File: src/rtl/smpl_ctrl_pkg.sv
// Shared types and constants for the toggle burst controller.
package smpl_ctrl_pkg;

   // Default width of the burst-length / remaining-count fields.
   localparam int LEN_W_DEF = 4;

   // Controller states.
   typedef enum logic [1:0] {
      ST_IDLE = 2'd0,
      ST_RUN  = 2'd1,
      ST_HOLD = 2'd2,
      ST_DONE = 2'd3
   } state_t;

   // True for the states in which a burst is in progress.
   function automatic logic is_busy(input state_t s);
      return (s == ST_RUN) || (s == ST_HOLD);
   endfunction

   // True for the single-cycle completion state.
   function automatic logic is_done(input state_t s);
      return (s == ST_DONE);
   endfunction

endpackage

File: src/rtl/smpl_toggle_chk.sv
// Concurrent property checks for the toggle burst controller.
module smpl_toggle_chk
   import smpl_ctrl_pkg::*;
#(
   parameter int LEN_W = LEN_W_DEF
) (
   input logic             clk,
   input logic             rst,
   input logic             hold,
   input logic             abort,
   input state_t           state,
   input logic             a,
   input logic             b,
   input logic             busy,
   input logic             done,
   input logic [LEN_W-1:0] remaining
);

   // Marks that the previous edge was outside reset, so $past(a) is meaningful.
   logic past_ok_r;

   // Tracks whether the last sampled edge had reset released.
   always_ff @(posedge clk) begin
      if (rst) begin
         past_ok_r <= 1'b0;
      end else begin
         past_ok_r <= 1'b1;
      end
   end

   b_follows_a: assert property (@(posedge clk) disable iff (rst || !past_ok_r)
      b == $past(a));

   run_toggles: assert property (@(posedge clk) disable iff (rst)
      (state == ST_RUN && !hold && !abort) |=> (a != $past(a)));

   done_not_busy: assert property (@(posedge clk) disable iff (rst)
      done |-> !busy);

   idle_rem_zero: assert property (@(posedge clk) disable iff (rst)
      (state == ST_IDLE) |-> (remaining == {LEN_W{1'b0}}));

endmodule

File: src/rtl/smpl_toggle_dp.sv
// Toggle datapath: a flips when tgl is set, b follows a one clock later.
module smpl_toggle_dp (
   input  logic clk,
   input  logic rst,
   input  logic tgl,
   output logic a,
   output logic b
);

   logic a_r;
   logic b_r;

   // a register: flips on tgl, otherwise keeps its value (only rst clears it).
   always_ff @(posedge clk) begin
      if (rst) begin
         a_r <= 1'b0;
      end else if (tgl) begin
         a_r <= ~a_r;
      end else begin
         a_r <= a_r;
      end
   end

   // b register: one-cycle delayed copy of a, independent of controller state.
   always_ff @(posedge clk) begin
      if (rst) begin
         b_r <= 1'b0;
      end else begin
         b_r <= a_r;
      end
   end

   assign a = a_r;
   assign b = b_r;

endmodule

File: src/rtl/smpl_toggle_ctrl.sv
// Burst controller: sequences N toggles on the owned a/b datapath with hold/abort.
module smpl_toggle_ctrl
   import smpl_ctrl_pkg::*;
#(
   parameter int LEN_W = LEN_W_DEF
) (
   input  logic             clk,
   input  logic             rst,
   input  logic             start,
   input  logic [LEN_W-1:0] len,
   input  logic             hold,
   input  logic             abort,
   output logic             a,
   output logic             b,
   output logic             busy,
   output logic             done,
   output logic [LEN_W-1:0] remaining
);

   localparam logic [LEN_W-1:0] REM_ZERO = {LEN_W{1'b0}};
   localparam logic [LEN_W-1:0] REM_ONE  = {{(LEN_W-1){1'b0}}, 1'b1};

   state_t           state_r;
   state_t           next_state_s;
   logic [LEN_W-1:0] rem_r;
   logic [LEN_W-1:0] rem_next_s;
   logic             tgl_s;
   logic             busy_r;
   logic             done_r;

   // Next-state, next-count and toggle-enable decode.
   always_comb begin
      next_state_s = state_r;
      rem_next_s   = rem_r;
      tgl_s        = 1'b0;
      case (state_r)
         ST_IDLE: begin
            if (start) begin
               if (len != REM_ZERO) begin
                  rem_next_s   = len;
                  next_state_s = ST_RUN;
               end else begin
                  // Zero-length burst: report completion with no toggles.
                  rem_next_s   = REM_ZERO;
                  next_state_s = ST_DONE;
               end
            end else begin
               next_state_s = ST_IDLE;
            end
         end
         ST_RUN: begin
            if (abort) begin
               rem_next_s   = REM_ZERO;
               next_state_s = ST_IDLE;
            end else if (hold) begin
               next_state_s = ST_HOLD;
            end else if (rem_r == REM_ZERO) begin
               // Cannot occur in normal operation; bail out rather than underflow.
               next_state_s = ST_IDLE;
            end else begin
               tgl_s      = 1'b1;
               rem_next_s = rem_r - REM_ONE;
               if (rem_r == REM_ONE) begin
                  next_state_s = ST_DONE;
               end else begin
                  next_state_s = ST_RUN;
               end
            end
         end
         ST_HOLD: begin
            if (abort) begin
               rem_next_s   = REM_ZERO;
               next_state_s = ST_IDLE;
            end else if (!hold) begin
               // Release edge resumes RUN without toggling.
               next_state_s = ST_RUN;
            end else begin
               next_state_s = ST_HOLD;
            end
         end
         ST_DONE: begin
            rem_next_s   = REM_ZERO;
            next_state_s = ST_IDLE;
         end
         default: begin
            rem_next_s   = REM_ZERO;
            next_state_s = ST_IDLE;
         end
      endcase
   end

   // State and remaining-count registers.
   always_ff @(posedge clk) begin
      if (rst) begin
         state_r <= ST_IDLE;
         rem_r   <= REM_ZERO;
      end else begin
         state_r <= next_state_s;
         rem_r   <= rem_next_s;
      end
   end

   // Status flags registered alongside the state they decode.
   always_ff @(posedge clk) begin
      if (rst) begin
         busy_r <= 1'b0;
         done_r <= 1'b0;
      end else begin
         busy_r <= is_busy(next_state_s);
         done_r <= is_done(next_state_s);
      end
   end

   smpl_toggle_dp u_dp (
      .clk (clk),
      .rst (rst),
      .tgl (tgl_s),
      .a   (a),
      .b   (b)
   );

   smpl_toggle_chk #(
      .LEN_W (LEN_W)
   ) u_chk (
      .clk       (clk),
      .rst       (rst),
      .hold      (hold),
      .abort     (abort),
      .state     (state_r),
      .a         (a),
      .b         (b),
      .busy      (busy_r),
      .done      (done_r),
      .remaining (rem_r)
   );

   assign busy      = busy_r;
   assign done      = done_r;
   assign remaining = rem_r;

endmodule

File: config.mk
export PLATFORM = sky130hd
export DESIGN_NAME = smpl_toggle_ctrl
export DESIGN_NICKNAME = d
export VERILOG_FILES = /design/src/rtl/smpl_ctrl_pkg.sv /design/src/rtl/smpl_toggle_chk.sv /design/src/rtl/smpl_toggle_dp.sv /design/src/rtl/smpl_toggle_ctrl.sv
export SDC_FILE = /design/constraint.sdc
export NUM_CORES = 1
export LEC_CHECK = 0
export BUFFER_PORTS_ARGS = -buffer_cell sky130_fd_sc_hd__buf_2
export CORE_AREA = 2 2 39 41
export DETAILED_ROUTE_END_ITERATION = 7
export DIE_AREA = 0 0 41 43
export PLACE_DENSITY = 0.71
export SLEW_MARGIN = 5
export SYNTH_ARGS = -nofsm -noshare
export SYNTH_HDL_FRONTEND = slang
export SYNTH_HIERARCHICAL = 1
export SYNTH_SLANG_ARGS = --single-unit
File: constraint.sdc
create_clock -name clk -period 6.1 [get_ports clk]
set_clock_uncertainty 0.1 [all_clocks]
set_input_delay 0.61 -clock clk [delete_from_list [all_inputs] [get_ports clk]]
set_output_delay 0.61 -clock clk [all_outputs]
set_load 0.005 [all_outputs]
Word level (Yosys, flattened, before mapping)

Cells that the tools add are included.

Output and inout port bits: 8
Input bits: 9
Bits in registers: 10

Bitwise gates (word level): 1
$add $sub $neg: 1
Equal/unequal tests: 11
Muxes and demuxes: 20
Reductions and logical operators: 5

Operator list:

| operator                                                            | number |
|---|---|
| 4-bit 2-to-1 mux                                                    | 6 |
| 2-bit 2-to-1 mux                                                    | 8 |
| 4-bit one-hot mux with 4 select lines                               | 1 |
| 2-bit == test (second input constant)                               | 4 |
| 2-bit one-hot mux with 4 select lines                               | 1 |
| 3-bit inequality test (second input constant)                       | 2 |
| 2-bit by 1-bit == test with 1-bit output (second input constant)    | 2 |
| 4-bit by 1-bit == test with 1-bit output (second input constant)    | 1 |
| 4-bit logical NOT                                                   | 1 |
| 1-bit 2-to-1 mux                                                    | 4 |
| 2-bit inequality test (second input constant)                       | 2 |
| 4-bit AND reduction                                                 | 1 |
| 4-bit nonzero test                                                  | 1 |
| 4-bit by 1-bit subtractor with 4-bit output (second input constant) | 1 |
| 2-bit logical NOT                                                   | 1 |
| 1-bit logical OR                                                    | 1 |
| 1-bit inverter                                                      | 1 |

Longest topological paths before layout

Gate-level depths: netlist of run 1.

Word-level depth: 8
Mapped depth: 8
Gate-level depth less buffers: 8

Modules after synthesis

The synthesis of run 1 kept the hierarchy.

By module, submodules not included:

| module           | area each (sq um) | seq. area each (sq um) | cells an instance | times used |
|---|---|---|---|---|
| smpl_toggle_ctrl | 550.5             | 160.2                  | 66                | 1 |
| smpl_toggle_dp   | 58.8              | 40.0                   | 5                 | 1 |

Worst setup path after synthesis of run 1

No wires, ideal clock.

Path kind: reg-to-reg
Start point: register rem_r[0], in the netlist remaining[0]
End point: register busy_r, in the netlist busy
Data arrival time: 2027 ps
Library setup time: 114 ps
Setup slack: 3859 ps
Cell stages (with the launch flop): 9
Buffers on the path: 0
Cell sequence: dfxtp_1 inv_1 ha_1 nor4b_1 a21oi_1 or4b_2 nand2_1 ha_1 nor2b_1

Word-level cells in the longest chain between the ends: 8

Ends and longest elaborated chain:

| element                                                                          | line                    | source |
|---|---|---|
| start: declaration                                                               | smpl_toggle_ctrl.sv:25  | `logic [LEN_W-1:0] rem_r;` |
| start signal: assignment                                                         | smpl_toggle_ctrl.sv:99  | `rem_r <= rem_next_s;` |
| 4-bit by 1-bit == test with 1-bit output                                         | smpl_toggle_ctrl.sv:63  | `if (rem_r == REM_ONE) begin` |
| 2-bit 2-to-1 mux                                                                 | smpl_toggle_ctrl.sv:63  |  |
| 2-bit 2-to-1 mux *                                                               | smpl_toggle_ctrl.sv:57  | `end else if (rem_r == REM_ZERO) begin` |
| 2-bit 2-to-1 mux *                                                               | smpl_toggle_ctrl.sv:55  | `end else if (hold) begin` |
| 2-bit 2-to-1 mux *                                                               | smpl_toggle_ctrl.sv:52  | `if (abort) begin` |
| 2-bit one-hot mux with 4 select lines *                                          | smpl_toggle_ctrl.sv:36  | `case (state_r)` |
| 2-bit by 1-bit == test with 1-bit output / 2-bit == test (equally long branches) | smpl_ctrl_pkg.sv:17     | `return (s == ST_RUN) \|\| (s == ST_HOLD);` |
| 1-bit logical OR *                                                               | smpl_ctrl_pkg.sv:17     |  |
| end signal: assignment                                                           | smpl_toggle_ctrl.sv:109 | `busy_r <= is_busy(next_state_s);` |
| end: declaration                                                                 | smpl_toggle_ctrl.sv:28  | `logic busy_r;` |

Every way passes the cells marked *; elsewhere a longest branch is shown, timed or not.
A chain may end at the register's enable or synchronous reset.

Worst setup path in the final report of run 1

Ends and elaborated chain as after synthesis.

==> results of run 1 <==
[worst min path at each step]
stage | cells after the start | slack [ns] | end | from
2_1_floorplan | 1 | 0.38 | u_dp/b$_SDFF_PP0_ | u_dp/a$_SDFFE_PP0P_
3_3_place_gp | 1 | 0.38 | u_dp/b$_SDFF_PP0_ | u_dp/a$_SDFFE_PP0P_
3_5_place_dp | 1 | 0.40 | u_dp/b$_SDFF_PP0_ | u_dp/a$_SDFFE_PP0P_
4_1_cts | 1 | 0.42 | u_dp/b$_SDFF_PP0_ | u_dp/a$_SDFFE_PP0P_
5_1_grt | 1 | 0.43 | u_dp/b$_SDFF_PP0_ | u_dp/a$_SDFFE_PP0P_
6_report | 1 | 0.41 | u_dp/b$_SDFF_PP0_ | u_dp/a$_SDFFE_PP0P_
[cell type report]
type | instances | area [µm²] | share of cell area
clock buffers | 3 | 22.52 | 0.03130
inverters | 3 | 11.26 | 0.01565
multi-input cells | 56 | 385.4 | 0.5357
flip-flops and latches | 10 | 200.2 | 0.2783
well taps | 16 | 20.02 | 0.02783
repair buffers | 16 | 80.08 | 0.1113
[cells in the final DEF (no fill, tap or decap), types with 2 or more instances in the layout]
cell type,instances
a21oi_1,5
buf_2,16
clkbuf_4,3
dfxtp_1,10
ha_1,4
inv_1,3
nand2_1,3
nand3_1,2
nor2_1,9
nor2b_1,4
nor3_1,3
nor3b_1,2
o21ai_0,4
or3b_2,2
[logic make-up after synthesis]
group / Yosys count / synth area share
xor gates and xnor gates: 2 / 0.02875
AOI/OAI and AO/OA: 16 / 0.1663
buffers and inverters: 5 / 0.03901
adders and majority gates: 4 / 0.08214
and+or+nand+nor: 32 / 0.3203
muxes: 2 / 0.03491
DFF: 10 / 0.3285
[flip-flops by register name, summed over array words and instances, names as in the netlist]
register   flops
remaining      4
state_r        2
busy           1
done           1
u_dp/a         1
u_dp/b         1
[critical path: stages (launching register included)]
cell and delay (ns):
dfxtp_1 0.39, inv_1 0.10, ha_1 0.24, nor4b_1 0.26, a21oi_1 0.10, or4b_2 0.63
nand2_1 0.10, ha_1 0.22, nor2b_1 0.12
[power groups by stage]
stage / Clock (mW) / Sequential [mW] / Combinational, mW
floorplan: 0 / 0.0758 / 0.0290
global placement: 0 / 0.0775 / 0.0407
detailed placement: 0 / 0.0777 / 0.0410
CTS: 0.0470 / 0.0762 / 0.0417
global route: 0.0503 / 0.0773 / 0.0471
finish: 0.0474 / 0.0763 / 0.0415
[metal layers]
metal  vias up  track usage
li1        291            -
met5         -            0
met4         0       0.1133
met2        18       0.2969
met3         8      0.08901
met1       277       0.2280
[stage by stage]
stage | total power [mW] | utilization | instances | instance area [µm²]
finish | 0.1652 | 0.5199 | 104 | 719.4
global route | 0.1747 | 0.5199 | 104 | 719.4
floorplan | 0.1048 | - | 71 | 609.3
CTS | 0.1649 | 0.5199 | 104 | 719.4
global placement | 0.1183 | 0.5036 | 101 | 696.9
detailed placement | 0.1187 | 0.5036 | 101 | 696.9
==> impl_metrics.ini, run 1 <==
[sta]
min_period_ns = 2.355
fin_ws_ns = 3.745
slew_viol_final = 0
final-hold-violation-count = 0
hold_ws_ns = 0.4076
post-route-period-util = 0.3861
rsz0062_at_grt = no
fmax_mhz = 424.6
relSlewSlack = 0.6286
setup_viol = 0
worst_pin_slew_ns = 0.5523
setup_tns_ns = 0

[logic_synthesis]
avgSynthCellArea_um2 = 8.582
yosysMostFrequentCell = dfxtp_1
ys_types = 32
yosysWarnings = 6
seq_area_frac_synth = 0.3285
synthCells = 71
synth_area_leaders = dfxtp_1 33%, ha_1 8.2%, nor2_1 5.5%
synth_largest_area_cell = dfxtp_1
synthArstFlopShare = 0
yosysTopAreaCellShare = 0.3285
syn-cell-area_um2 = 609.3
synth_edf_count = 0
synth_common_cells = 10 x dfxtp_1, 9 x nor2_1, 5 x a21oi_1
syn-num-nets = 84
ys.flop_type = dfxtp_1
ys_ff_latch = 10

[die]
ioPinCount = 17
die_x_um = 41
initial_core_util = 0.4403
die_h_um = 43
num_rows = 14
coreArea_um2 = 1384
dieArea_um2 = 1763

[setup_path]
r2r-start = remaining[0]$_SDFFE_PP0P_
path_max_fanout = 5
ff2ff_path_depth = 8
crit_end = busy$_SDFF_PP0_
ff2ff_setup_slack_ns = 3.74
crit_type = flip-flop to flip-flop
critPathRequiredTime_ns = 6.17
crit_arrival_ns = 2.42
r2r_end = busy$_SDFF_PP0_
start_kind = flip-flop
end_kind = flip-flop
startpoint = remaining[0]$_SDFFE_PP0P_

[drt]
totalWireLength_mm = 1.388
met2_length_um = 668
highest_layer = met4
wl_met3_um = 79
wl_per_cell_um = 13.35
ant_nets = 0
drc = 0
viasPerCell = 5.712
wl_met1_um = 589
drt_iter0_markers = 17
drt-pass1-iter-count = 4
dr_total_vias = 594

[global_routing]
grt_pass1_vias = 565
grt_pass1_wl_mm = 2.352
grt_max_degree = 12
track_usage = 0.2006
antenna_found_initial = 0
overflow = 0

[power_and_ir_drop]
p_seq_frac = 0.462
p_clk_frac = 0.287
p_sw_uw = 51.65
intPower_uw = 113.5
peakVddDrop_uv = 118.4
power_density_nw_per_um2 = 229.6
combPwrFrac = 0.251
switching_share = 0.3127
leakage_nw = 0.3165

[clocking]
cts_tree = done
clk_pin_slew_ns = 0.07
clk_path_buf_depth = 2
postCtsSetupRepairBufs = 0
cts.htree.levels = 1
cts-root-buf = clkbuf_4
ctsResizeCount = 0
clock_latency_ns = 0.27
cts_hold_buf = 0
cts_sinks = 10
numCtsBuffers = 3

[place]
dpl_worst_slack_ns = 3.702
io_buffers = 16
dp_hpwl_mm = 1.017
gp_congestion = 0.8504

[job]
drv_cap = 0

[layout]
fillers = 130
layout-drive-gt1-share = 0.2727
area_growth_syn_to_layout_pct = 18.07
antenna_cells = 0
nets = 103

[worst_hold_path]
hold_path.class = flip-flop to flip-flop

[outcome]
outcome = completed
(Power assumes the default switching activity.)
==> inputs of run 2 (changes only) <==
CORE_AREA = unset   (was 2 2 39 41)
CORE_MARGIN = 2   (was unset)
CORE_UTILIZATION = 44   (was unset)
DIE_AREA = unset   (was 0 0 41 43)
PLACE_DENSITY = 0.72   (was 0.71)
clock period = 2 ns   (was 6.1 ns; I/O delays follow)
==> run 2 against run 1 <==
Critical path depth unchanged; the flow now finishes with violations (negative setup slack); sequential share of layout area down 3.7 points; final area up 17%; sequential cell count unchanged; largest cell class unchanged; highest routed layer unchanged.
==> impl_metrics.ini, run 2 (synthesis results as in run 1) <==
[outcome]
outcome = finished with violations
violations = negative setup slack

[sta]
fmax_mhz = 496.7
worst_pin_slew_ns = 0.4836
min_period_ns = 2.013
setup_viol = 1
slew_viol_final = 0
post-route-period-util = 1.007
hold_ws_ns = 0.1219
fin_ws_ns = -0.01327
relSlewSlack = 0.6749
rsz0062_at_grt = yes
final-hold-violation-count = 0

[clocking]
clk_pin_slew_ns = 0.07
cts_tree = done
cts_hold_buf = 0
numCtsBuffers = 3
clk_path_buf_depth = 2
cts.htree.levels = 1
cts-root-buf = clkbuf_4
clock_latency_ns = 0.26
cts_sinks = 10

[setup_path]
r2r-start = remaining[0]$_SDFFE_PP0P_
crit_chain = buf_4 > ha_1 > nor4b_4 > a21oi_1 > or4b_4 > nand2_2 > ha_4 > nor2b_1
crit_type = flip-flop to flip-flop
timing.critical_path.buf_inv = 1
cpPeakStageDelay_ns = 0.50
critPathRequiredTime_ns = 2.05
path_max_fanout = 2
crit_family = simple AND/OR/NAND/NOR gates
start_kind = flip-flop
crit_arrival_ns = 2.07
end_kind = flip-flop
crit_path_top_delay_cell = or4b_4
startpoint = remaining[0]$_SDFFE_PP0P_

[drt]
dr_total_vias = 624
drt-pass1-iter-count = 4
drc = 0
drt_iter0_markers = 13
viasPerCell = 5.571
ant_nets = 0
totalWireLength_mm = 1.417
wl_per_cell_um = 12.65

[global_routing]
grt_pass1_vias = 562
grt_max_degree = 11
antenna_found_initial = 0
overflow = 0
grt_pass1_wl_mm = 2.318
track_usage = 0.2154

[layout]
most-common-layout-cells = 16 x buf_2, 9 x nor2_1, 8 x dfxtp_1, 8 x buf_4, 5 x a21oi_1
layout-drive-gt1-share = 0.4227
antenna_cells = 0
final_common_cell = buf_2
area_growth_syn_to_layout_pct = 37.99
largest_register_ffs = 4
nets = 111
final_core_util = 0.6462

[worst_hold_path]
hp-start = rst
hold_path.class = input port to flip-flop

[die]
ioPinCount = 17
die_h_um = 41.22
die_x_um = 41.22
dieArea_um2 = 1699
coreArea_um2 = 1301
initial_core_util = 0.4683
num_rows = 13

[power_and_ir_drop]
p_sw_uw = 167.1
leakage_nw = 0.3695
p_seq_frac = 0.395
peakVddDrop_uv = 471.0
intPower_uw = 415.5
switching_share = 0.2868
combPwrFrac = 0.294
power_density_nw_per_um2 = 693.0
p_clk_frac = 0.311

[place]
io_buffers = 16
gp_congestion = 0.8646
dp_hpwl_mm = 1.088
dpl_worst_slack_ns = -0.05770

[job]
drv_cap = 0
run 2: power by group through the flow:
| stage | combinational, mW | clock [mW] | sequential [mW] |
|---|---|---|---|
| global placement | 0.153 | 0 | 0.233 |
| floorplan | 0.0916 | 0 | 0.233 |
| CTS | 0.172 | 0.187 | 0.230 |
| finish | 0.171 | 0.181 | 0.230 |
| global route | 0.192 | 0.196 | 0.232 |
| detailed placement | 0.155 | 0 | 0.234 |
run 2: stage by stage:
step	area, µm²	TNS, ns	instances	total power [mW]
after floorplan	624.3	0	71	0.3249
after global placement	763.2	-0.05337	107	0.3858
after detailed placement	763.2	-0.05770	107	0.3886
after CTS	840.8	-0.04142	112	0.5893
after global routing	840.8	-0.09987	112	0.6195
final	840.8	-0.01327	112	0.5827
run 2: layer usage:
layer	vias to the layer above	share of wire	GRT usage
met5	-	0	0
met4	0	0.0042	0.05645
met3	2	0.060	0.09783
met2	22	0.50	0.3828
met1	292	0.43	0.2273
li1	308	-	-
run 2: worst paths after layout:
path | to | slack [ns] | cells after the start
max | busy$_SDFF_PP0_ | -0.01 | 8
min | remaining[1]$_SDFFE_PP0P_ | 0.12 | 2
max reg2reg | busy$_SDFF_PP0_ | -0.01 | 8
min reg2reg | u_dp/b$_SDFF_PP0_ | 0.39 | 1
run 2: layout make-up:
cell class              instances  area (µm²)
fillers                       115       460.4
multi-input cells              56       431.7
flip-flops and latches         10       202.7
repair buffers                 24       140.1
clock buffers                   4       36.28
well taps                      15       18.77
inverters                       3       11.26
run 2: repair_timing:
item,in CTS,in global routing
buffers inserted,1,0
gates resized for setup,5,0
setup endpoints to repair,1,1
pin swaps,2,3
